File: src/rtl/list_cmd_pkg.sv
`default_nettype none
// ============================================================================
// Module      : list_cmd_pkg
// Description : Shared types for the list command bridge. It holds the FSM
//               state encoding, the default command and response records,
//               and the opcode width.
// Revision    : 1.0 - initial release
// ============================================================================
package list_cmd_pkg;

    localparam int OP_WIDTH         = 3;
    localparam int DEF_DATA_WIDTH   = 32;
    localparam int DEF_LENGTH_WIDTH = 16;

    typedef enum logic [1:0] {
        IDLE  = 2'd0,
        ISSUE = 2'd1,
        WAIT  = 2'd2,
        RESP  = 2'd3
    } state_t;

    typedef struct packed {
        logic [OP_WIDTH-1:0]         op;
        logic [DEF_DATA_WIDTH-1:0]   data;
        logic [DEF_LENGTH_WIDTH-1:0] index;
    } list_cmd_t;

    typedef struct packed {
        logic [DEF_LENGTH_WIDTH+DEF_DATA_WIDTH-1:0] data;
        logic                                       error;
        logic                                       timeout;
    } list_rsp_t;

endpackage
`default_nettype wire

File: src/rtl/list_cmd_fifo.sv
`default_nettype none
// ============================================================================
// Module      : list_cmd_fifo
// Description : Synchronous FIFO of command records. The head entry is
//               visible combinationally on o_head. A push while the FIFO is
//               full is dropped, and so is a pop while it is empty.
// Ports       : clk, rst          - clock and synchronous active-high reset
//               i_push/i_push_data - write strobe and entry
//               i_pop              - advance the head
//               o_head             - current head entry
//               o_count            - occupancy (0..DEPTH)
//               o_full/o_empty     - occupancy flags
// Revision    : 1.0 - initial release
// ============================================================================
module list_cmd_fifo
    import list_cmd_pkg::*;
#(
    parameter type T     = list_cmd_t,
    parameter int  DEPTH = 4
) (
    input  logic                   clk,
    input  logic                   rst,
    input  logic                   i_push,
    input  T                       i_push_data,
    input  logic                   i_pop,
    output T                       o_head,
    output logic [$clog2(DEPTH):0] o_count,
    output logic                   o_full,
    output logic                   o_empty
);

    localparam int                 c_ptr_w = $clog2(DEPTH);
    localparam int                 c_cnt_w = c_ptr_w + 1;
    localparam logic [c_cnt_w-1:0] c_depth = c_cnt_w'(DEPTH);

    T                   r_mem [DEPTH];
    logic [c_ptr_w-1:0] r_wr_ptr;
    logic [c_ptr_w-1:0] r_rd_ptr;
    logic [c_cnt_w-1:0] r_count;
    logic               w_do_push;
    logic               w_do_pop;

    assign o_full    = (r_count == c_depth);
    assign o_empty   = (r_count == '0);
    assign w_do_push = i_push && !o_full;
    assign w_do_pop  = i_pop && !o_empty;
    assign o_head    = r_mem[r_rd_ptr];
    assign o_count   = r_count;

    // Storage carries no reset: an entry is only read after it is written.
    always_ff @(posedge clk) begin
        if (w_do_push) begin
            r_mem[r_wr_ptr] <= i_push_data;
        end
    end

    // DEPTH is a power of two, so the pointers wrap by natural overflow.
    always_ff @(posedge clk) begin
        if (rst) begin
            r_wr_ptr <= '0;
            r_rd_ptr <= '0;
            r_count  <= '0;
        end else begin
            if (w_do_push) begin
                r_wr_ptr <= r_wr_ptr + c_ptr_w'(1);
            end
            if (w_do_pop) begin
                r_rd_ptr <= r_rd_ptr + c_ptr_w'(1);
            end
            case ({w_do_push, w_do_pop})
                2'b10:   r_count <= r_count + c_cnt_w'(1);
                2'b01:   r_count <= r_count - c_cnt_w'(1);
                default: r_count <= r_count;
            endcase
        end
    end

endmodule
`default_nettype wire

File: src/rtl/list_cmd_bridge.sv
`default_nettype none
// ============================================================================
// Module      : list_cmd_bridge
// Description : Front-end for the list engine. Commands arrive on a
//               valid/ready stream and are buffered in a small FIFO. They are
//               issued one at a time on op_sel/op_en/data_in/index_in. The
//               bridge waits for op_done and returns data_out/op_error as a
//               valid/ready response. Only one command is outstanding at a
//               time, so responses come back in command order.
// Option      : `define LIST_CMD_BRIDGE_TIMEOUT_EN adds a wait-for-op_done
//               limit of TIMEOUT_CYCLES. When the limit is reached the bridge
//               returns an error response with rsp_timeout set.
// Ports       : cmd_*          - command stream in
//               rsp_*          - response stream out
//               op_sel/op_en/data_in/index_in - issue port to the list
//               data_out/op_done/op_error     - result port from the list
//               op_in_progress - list status; no effect on control
//               busy           - high whenever the FSM is not IDLE
//               cmd_count      - command FIFO occupancy
// Revision    : 1.0 - initial release
// ============================================================================
module list_cmd_bridge
    import list_cmd_pkg::*;
#(
    parameter int DATA_WIDTH     = 32,
    parameter int LENGTH_WIDTH   = 16,
    parameter int CMD_DEPTH      = 4,
    parameter int TIMEOUT_CYCLES = 1024
) (
    input  logic                               clk,
    input  logic                               rst,
    input  logic                               cmd_valid,
    output logic                               cmd_ready,
    input  logic [OP_WIDTH-1:0]                cmd_op,
    input  logic [DATA_WIDTH-1:0]              cmd_data,
    input  logic [LENGTH_WIDTH-1:0]            cmd_index,
    output logic                               rsp_valid,
    input  logic                               rsp_ready,
    output logic [LENGTH_WIDTH+DATA_WIDTH-1:0] rsp_data,
    output logic                               rsp_error,
    output logic                               rsp_timeout,
    output logic [OP_WIDTH-1:0]                op_sel,
    output logic                               op_en,
    output logic [DATA_WIDTH-1:0]              data_in,
    output logic [LENGTH_WIDTH-1:0]            index_in,
    input  logic [LENGTH_WIDTH+DATA_WIDTH-1:0] data_out,
    input  logic                               op_done,
    input  logic                               op_in_progress,
    input  logic                               op_error,
    output logic                               busy,
    output logic [$clog2(CMD_DEPTH):0]         cmd_count
);

    typedef struct packed {
        logic [OP_WIDTH-1:0]     op;
        logic [DATA_WIDTH-1:0]   data;
        logic [LENGTH_WIDTH-1:0] index;
    } cmd_t;

    state_t r_state;
    state_t w_state_next;
    cmd_t   w_push_data;
    cmd_t   w_head;
    logic   w_push;
    logic   w_pop;
    logic   w_full;
    logic   w_empty;
    logic   w_in_op;
    logic   w_capture;
    logic   w_timeout;
    logic   w_unused_status;

    assign w_unused_status = op_in_progress;

    assign cmd_ready   = !w_full;
    assign w_push      = cmd_valid && cmd_ready;
    assign w_push_data = '{op: cmd_op, data: cmd_data, index: cmd_index};

    list_cmd_fifo #(
        .T     (cmd_t),
        .DEPTH (CMD_DEPTH)
    ) u_fifo (
        .clk         (clk),
        .rst         (rst),
        .i_push      (w_push),
        .i_push_data (w_push_data),
        .i_pop       (w_pop),
        .o_head      (w_head),
        .o_count     (cmd_count),
        .o_full      (w_full),
        .o_empty     (w_empty)
    );

`ifdef LIST_CMD_BRIDGE_TIMEOUT_EN
    localparam int                 c_tmo_w    = $clog2(TIMEOUT_CYCLES + 1);
    localparam logic [c_tmo_w-1:0] c_tmo_last = c_tmo_w'(TIMEOUT_CYCLES - 1);

    logic [c_tmo_w-1:0] r_tmo_cnt;
    logic               r_rsp_timeout;

    // The counter holds the number of completed cycles in ISSUE/WAIT. It fires
    // on the last allowed cycle, so the bridge spends exactly TIMEOUT_CYCLES
    // cycles waiting before it leaves.
    always_ff @(posedge clk) begin
        if (rst) begin
            r_tmo_cnt <= '0;
        end else if (w_pop) begin
            r_tmo_cnt <= '0;
        end else if (w_in_op) begin
            r_tmo_cnt <= r_tmo_cnt + c_tmo_w'(1);
        end
    end

    assign w_timeout   = w_in_op && !op_done && (r_tmo_cnt == c_tmo_last);
    assign rsp_timeout = r_rsp_timeout;
`else
    localparam int c_unused_timeout = TIMEOUT_CYCLES;

    assign w_timeout   = 1'b0;
    assign rsp_timeout = 1'b0;
`endif

    // State register and the registered issue/response outputs.
    always_ff @(posedge clk) begin
        if (rst) begin
            r_state   <= IDLE;
            op_en     <= 1'b0;
            op_sel    <= '0;
            data_in   <= '0;
            index_in  <= '0;
            rsp_valid <= 1'b0;
            rsp_data  <= '0;
            rsp_error <= 1'b0;
`ifdef LIST_CMD_BRIDGE_TIMEOUT_EN
            r_rsp_timeout <= 1'b0;
`endif
        end else begin
            r_state <= w_state_next;
            op_en   <= w_pop;
            // Operands stay latched until the next issue, which keeps them
            // stable for the whole ISSUE/WAIT window.
            if (w_pop) begin
                op_sel   <= w_head.op;
                data_in  <= w_head.data;
                index_in <= w_head.index;
            end
            if (w_capture) begin
                rsp_valid <= 1'b1;
                rsp_data  <= data_out;
                rsp_error <= op_error;
`ifdef LIST_CMD_BRIDGE_TIMEOUT_EN
                r_rsp_timeout <= 1'b0;
`endif
            end else if (w_timeout) begin
                rsp_valid <= 1'b1;
                rsp_data  <= '0;
                rsp_error <= 1'b1;
`ifdef LIST_CMD_BRIDGE_TIMEOUT_EN
                r_rsp_timeout <= 1'b1;
`endif
            end else if (rsp_valid && rsp_ready) begin
                rsp_valid <= 1'b0;
            end
        end
    end

    // Next-state logic. op_done takes priority over a timeout on the same
    // cycle.
    always_comb begin
        w_state_next = r_state;
        case (r_state)
            IDLE: begin
                if (!w_empty) begin
                    w_state_next = ISSUE;
                end
            end
            ISSUE, WAIT: begin
                if (op_done || w_timeout) begin
                    w_state_next = RESP;
                end else begin
                    w_state_next = WAIT;
                end
            end
            RESP: begin
                if (rsp_ready) begin
                    w_state_next = IDLE;
                end
            end
            default: w_state_next = IDLE;
        endcase
    end

    // Output decode. op_done is only observed while a command is in flight.
    always_comb begin
        w_pop     = (r_state == IDLE) && !w_empty;
        w_in_op   = (r_state == ISSUE) || (r_state == WAIT);
        w_capture = w_in_op && op_done;
        busy      = (r_state != IDLE);
    end

endmodule
`default_nettype wire

File: config.mk
export PLATFORM = sky130hd
export DESIGN_NAME = list_cmd_bridge
export DESIGN_NICKNAME = d
export VERILOG_FILES = /design/src/rtl/list_cmd_pkg.sv /design/src/rtl/list_cmd_fifo.sv /design/src/rtl/list_cmd_bridge.sv
export SDC_FILE = /design/constraint.sdc
export NUM_CORES = 1
export LEC_CHECK = 0
export CAP_MARGIN = 15
export CORE_MARGIN = 4
export CORE_UTILIZATION = 45
export DETAILED_ROUTE_END_ITERATION = 12
export PLACE_DENSITY = 0.79
export RECOVER_POWER = 25
export SLEW_MARGIN = 20
export SYNTH_ARGS = -nofsm -noshare
export SYNTH_HDL_FRONTEND = slang
export SYNTH_SLANG_ARGS = --single-unit
File: constraint.sdc
create_clock -name clk -period 5.2 [get_ports clk]
set_clock_uncertainty 0.2 [all_clocks]
set_input_delay 1.04 -clock clk [delete_from_list [all_inputs] [get_ports clk]]
set_output_delay 1.04 -clock clk [all_outputs]
set_load 0.05 [all_outputs]
==> impl_table.tex <==
\begin{tabular}{lr}
\hline
Metric & Value \\
\hline
\multicolumn{2}{l}{\textbf{Status}} \\
\quad Status & finished clean \\
\multicolumn{2}{l}{\textbf{Global routing}} \\
\quad Number of antenna violations at the first check in global routing & 1 \\
\quad Total congestion overflow after global routing & 0 \\
\quad Global-route usage over all layers & approximately 17\% \\
\quad Pin count of the biggest net entering global routing & 63 \\
\quad Number of global-route vias before repair & 6407 \\
\quad First-pass GRT wire length & 36.9 mm \\
\multicolumn{2}{l}{\textbf{Clock network}} \\
\quad Hold-fix buffers at CTS & 0 \\
\quad Total CTS buffers & 31 \\
\quad Num Clock Sinks & 315 \\
\quad Max Buffers Root-to-Sink & 3 \\
\quad Post-CTS resize count & 0 \\
\quad Clock latency on the worst-skew pair & approximately 550 ps \\
\quad Buffer type at the clock tree root & sky130\_fd\_sc\_hd\_\_clkbuf\_16 \\
\quad Post-CTS clock slew at the launch and capture registers of the worst setup and hold paths & 60 ps \\
\quad \# H-tree levels & 1 \\
\quad TritonCTS clock tree & done \\
\quad Setup repair bufs after CTS & 0 \\
\multicolumn{2}{l}{\textbf{STA}} \\
\quad Post-layout min period & 3550 ps \\
\quad Final Hold Vio Count & 0 \\
\quad Worst max-slew margin expressed relative to the limit & between 40\% and 50\% \\
\quad Total negative slack & 0 ps \\
\quad Endpoints failing setup & 0 \\
\quad Slew at the pin closest to its max-slew limit & 813 ps \\
\quad Max Clock Freq & 282 MHz \\
\quad Setup repair after global routing missed its margin & false \\
\quad Final slew viol count & 0 \\
\quad Final period util & 68.2\% \\
\multicolumn{2}{l}{\textbf{Placed design}} \\
\quad Last weighted congestion value of the routability-driven placer & approximately 0.77 \\
\quad Detailed placer's ending HPWL & 14.7 mm \\
\quad Placed Cells & approximately 1.2k \\
\quad Number of I/O port buffers & 211 \\
\multicolumn{2}{l}{\textbf{Power}} \\
\quad Clock group share of total power & 25.8\% \\
\quad Sequential Power Share & just over 40\% \\
\quad Internal Pwr Total & 0.00532 W \\
\quad Leakage power figure & $\sim$4.9 nW \\
\quad Logic pwr share & 33.0\% \\
\quad Total power density per cell area & 561 mW/mm\^{}2 \\
\quad Total net switching power & 0.00284 W \\
\quad Largest vdd supply drop & about 0.00047 V \\
\quad Switching power share of the total & 34.8\% \\
\multicolumn{2}{l}{\textbf{Detailed routing}} \\
\quad Vias after detailed routing & 6321 \\
\quad First-pass iteration count of the detailed router & 4 \\
\quad Vias per std cell & around 5 \\
\quad First-iteration detailed-routing DRC count & roughly 540 \\
\quad Detailed-route DRC error count & 0 \\
\quad Final antenna-violating net count & 0 \\
\quad Routed WL per cell & 19.4 um \\
\quad Drt total wl & 23.8 mm \\
\multicolumn{2}{l}{\textbf{Critical path}} \\
\quad Crit start category & flop \\
\quad CP Buf/Inv Count & 1 \\
\quad Type of destination of the critical path & primary output \\
\quad Startpoint of the worst register-to-register path & u\_fifo.o\_count[0]\$\_SDFFE\_PP0P\_ \\
\quad Critical-path maximum fanout & 10 \\
\quad Cells along the critical path & or3b\_1 > clkdlybuf4s50\_1 \\
\quad Critical Path AT & roughly 2300 ps \\
\quad Minimum setup slack among reg-to-reg paths & 2620 ps \\
\quad CP delay by family, top & buffers and inverters \\
\quad Critical Setup Path Class & reg -> out \\
\quad Reg-to-reg endpoint & u\_fifo.r\_mem[3][23]\$\_DFFE\_PP\_ \\
\quad Required arrival time at the worst endpoint & 3960 ps \\
\quad Maximum cell stage delay along the critical path & 890 ps \\
\quad Worst Reg-to-Reg Cells & 3 \\
\quad Library cell contributing the largest single delay on the critical path & sky130\_fd\_sc\_hd\_\_clkdlybuf4s50\_1 \\
\multicolumn{2}{l}{\textbf{Worst hold path}} \\
\quad Hold WC Path Type & reg -> reg \\
\quad Hold wc startpoint & rsp\_data[28]\$\_SDFFE\_PP0P\_ \\
\quad Endpoint with the worst hold slack & rsp\_data[28]\$\_SDFFE\_PP0P\_ \\
\quad Hold path depth & 2 \\
\multicolumn{2}{l}{\textbf{Logic synthesis}} \\
\quad Fraction of registers with async set/reset & 0\% \\
\quad Dominant cell type by area after synthesis & sky130\_fd\_sc\_hd\_\_edfxtp\_1 \\
\quad Post-synthesis sequential area ratio & 74.4\% \\
\quad Post-synthesis cell area & 0.0112 mm\^{}2 \\
\quad Top cells by area, synth & sky130\_fd\_sc\_hd\_\_edfxtp\_1, sky130\_fd\_sc\_hd\_\_dfxtp\_1, sky130\_fd\_sc\_hd\_\_mux4\_2 \\
\quad Nets in the synthesized netlist & 777 \\
\quad Flip-flop and latch count after synthesis & 315 \\
\quad Post-Syn Area per Cell & 16.9 um\^{}2 \\
\quad Synth unique cells & 35 \\
\quad Number of warnings issued by yosys & 0 \\
\quad Gate Count Post-Synth & 663 \\
\quad Number of synthesized flops with an enable pin & 204 \\
\quad Area share of the largest cell type after synthesis & 54.6\% \\
\quad Synth Flop Type & sky130\_fd\_sc\_hd\_\_edfxtp\_1 \\
\multicolumn{2}{l}{\textbf{Floorplan}} \\
\quad Placement row count & 57 \\
\quad Floorplan die area & 0.0275 mm\^{}2 \\
\quad Initial core utilization & 45.9\% \\
\quad Top-level I/O count & 214 \\
\quad Vertical extent of the die & 166 um \\
\quad Core Box Area & 0.0245 mm\^{}2 \\
\quad Chip Width & between 150 and 200 um \\
\multicolumn{2}{l}{\textbf{Finish}} \\
\quad Most frequent cells in the layout & sky130\_fd\_sc\_hd\_\_edfxtp\_1, sky130\_fd\_sc\_hd\_\_clkdlybuf4s50\_1, sky130\_fd\_sc\_hd\_\_dfxtp\_1 \\
\quad Leading cell type in the layout, fill and taps excluded & sky130\_fd\_sc\_hd\_\_edfxtp\_1 \\
\quad Share of cells above drive strength 1 & 12.0\% \\
\quad Area growth from synthesis to final layout & 29.6\% \\
\quad Post-layout instance count excluding filler cells & 1227 \\
\quad Number of fillers in the final layout & 1847 \\
\quad Number of nets in the final layout & slightly below 1k \\
\multicolumn{2}{l}{\textbf{Run}} \\
\quad Max-capacitance violation count & 0 \\
\hline
\end{tabular}
layer usage:
layer | track usage, % | wire length (um) | up-vias
li1 | - | - | 2953
met1 | 22.6 | 10200 | 3147
met2 | 27.9 | 11900 | 178
met3 | 3.38 | 1200 | 43
met4 | 4.84 | 567 | 0
met5 | 0 | 0 | -
layout make-up:
class / instances / area, um^2 / share of cell area [%]
Inverter: 5 / 18.8 / 0.129
Multi-Input combinational cell: 300 / 2620 / 18.0
Clock inverter: 9 / 96.3 / 0.662
Sequential cell: 315 / 8350 / 57.4
Clock buffer: 49 / 853 / 5.87
Antenna cell: 2 / 5.00 / 0.0344
Timing Repair Buffer: 223 / 2200 / 15.1
Tap cell: 324 / 405 / 2.79
state kept, by name, indices dropped and copies added (netlist names):
signal           cells
rsp_data            48
op_sel               3
u_fifo.o_count       3
rsp_error            1
index_in            16
u_fifo.r_wr_ptr      2
u_fifo.r_rd_ptr      2
op_en                1
data_in             32
rsp_valid            1
u_fifo.r_mem       204
r_state              2
synthesized netlist by cell type, types with 3 or more instances:
library cell               count
sky130_fd_sc_hd__ha_1          7
sky130_fd_sc_hd__mux4_1        3
sky130_fd_sc_hd__dfxtp_1     111
sky130_fd_sc_hd__inv_1         5
sky130_fd_sc_hd__a21oi_1      54
sky130_fd_sc_hd__mux2i_1       3
sky130_fd_sc_hd__nor2_1        5
sky130_fd_sc_hd__clkbuf_1     10
sky130_fd_sc_hd__mux4_2       48
sky130_fd_sc_hd__buf_2        18
sky130_fd_sc_hd__nand2_1     100
sky130_fd_sc_hd__and3_1        4
sky130_fd_sc_hd__edfxtp_1    204
sky130_fd_sc_hd__nand2b_1      4
sky130_fd_sc_hd__buf_1         3
sky130_fd_sc_hd__buf_6         6
sky130_fd_sc_hd__a22o_1       51
sky130_fd_sc_hd__buf_4         6
power by group through the flow:
stage	Sequential (W)	Clock, W	Combinational, W
after floorplan	0.00422	0	0.00103
after global placement	0.00340	0	0.00268
after detailed placement	0.00342	0	0.00272
after CTS	0.00337	0.00215	0.00273
after global routing	0.00342	0.00227	0.00284
final	0.00337	0.00210	0.00269
worst reg2reg max path: cells and delay by family (launching register included):
family / cells / cell delay [ps]
flip-flops: 1 / 500
AND/OR/NAND/NOR: 2 / 940
buffers and inverters: 1 / 560
through the flow:
step / hold slack (ps) / setup slack, ps / power [W] / instance area [um^2] / utilization, %
5_1_grt: 268 / 1530 / 0.00852 / 14500 / 59.5
4_1_cts: 254 / 1620 / 0.00825 / 14500 / 59.4
2_1_floorplan: 265 / 2020 / 0.00524 / 11200 / -
6_report: 253 / 1650 / 0.00815 / 14500 / 59.5
3_5_place_dp: 246 / 1760 / 0.00614 / 13600 / 55.6
3_3_place_gp: 241 / 1800 / 0.00609 / 13600 / 55.6
logic make-up (layout without fill, tap and decap cells):
family	after synthesis	after routing	share of synthesized area, %
buffers and inverters	48	286	2.41
xor gates and xnor gates	4	4	0.312
adders and majority gates	8	8	0.959
AOI/OAI and AO/OA	111	111	6.79
and+or+nand+nor	122	122	4.53
muxes	54	54	10.6
DFF	315	315	74.4
other	1	3	0.0334
how the worst max path moves through the flow:
| stage | from | endpoint | slack [ps] | cells past startpoint |
|---|---|---|---|---|
| after floorplan | u_fifo.o_count[0]$_SDFFE_PP0P_ | u_fifo.r_mem[0][0]$_DFFE_PP_ | 2020 | 3 |
| after global placement | cmd_valid | u_fifo.r_mem[2][22]$_DFFE_PP_ | 1800 | 3 |
| after detailed placement | cmd_valid | u_fifo.r_mem[2][22]$_DFFE_PP_ | 1760 | 3 |
| after CTS | u_fifo.o_count[0]$_SDFFE_PP0P_ | cmd_ready | 1620 | 2 |
| after global routing | u_fifo.o_count[0]$_SDFFE_PP0P_ | cmd_ready | 1530 | 2 |
| final | u_fifo.o_count[0]$_SDFFE_PP0P_ | cmd_ready | 1650 | 2 |
(Power assumes the default switching activity.)
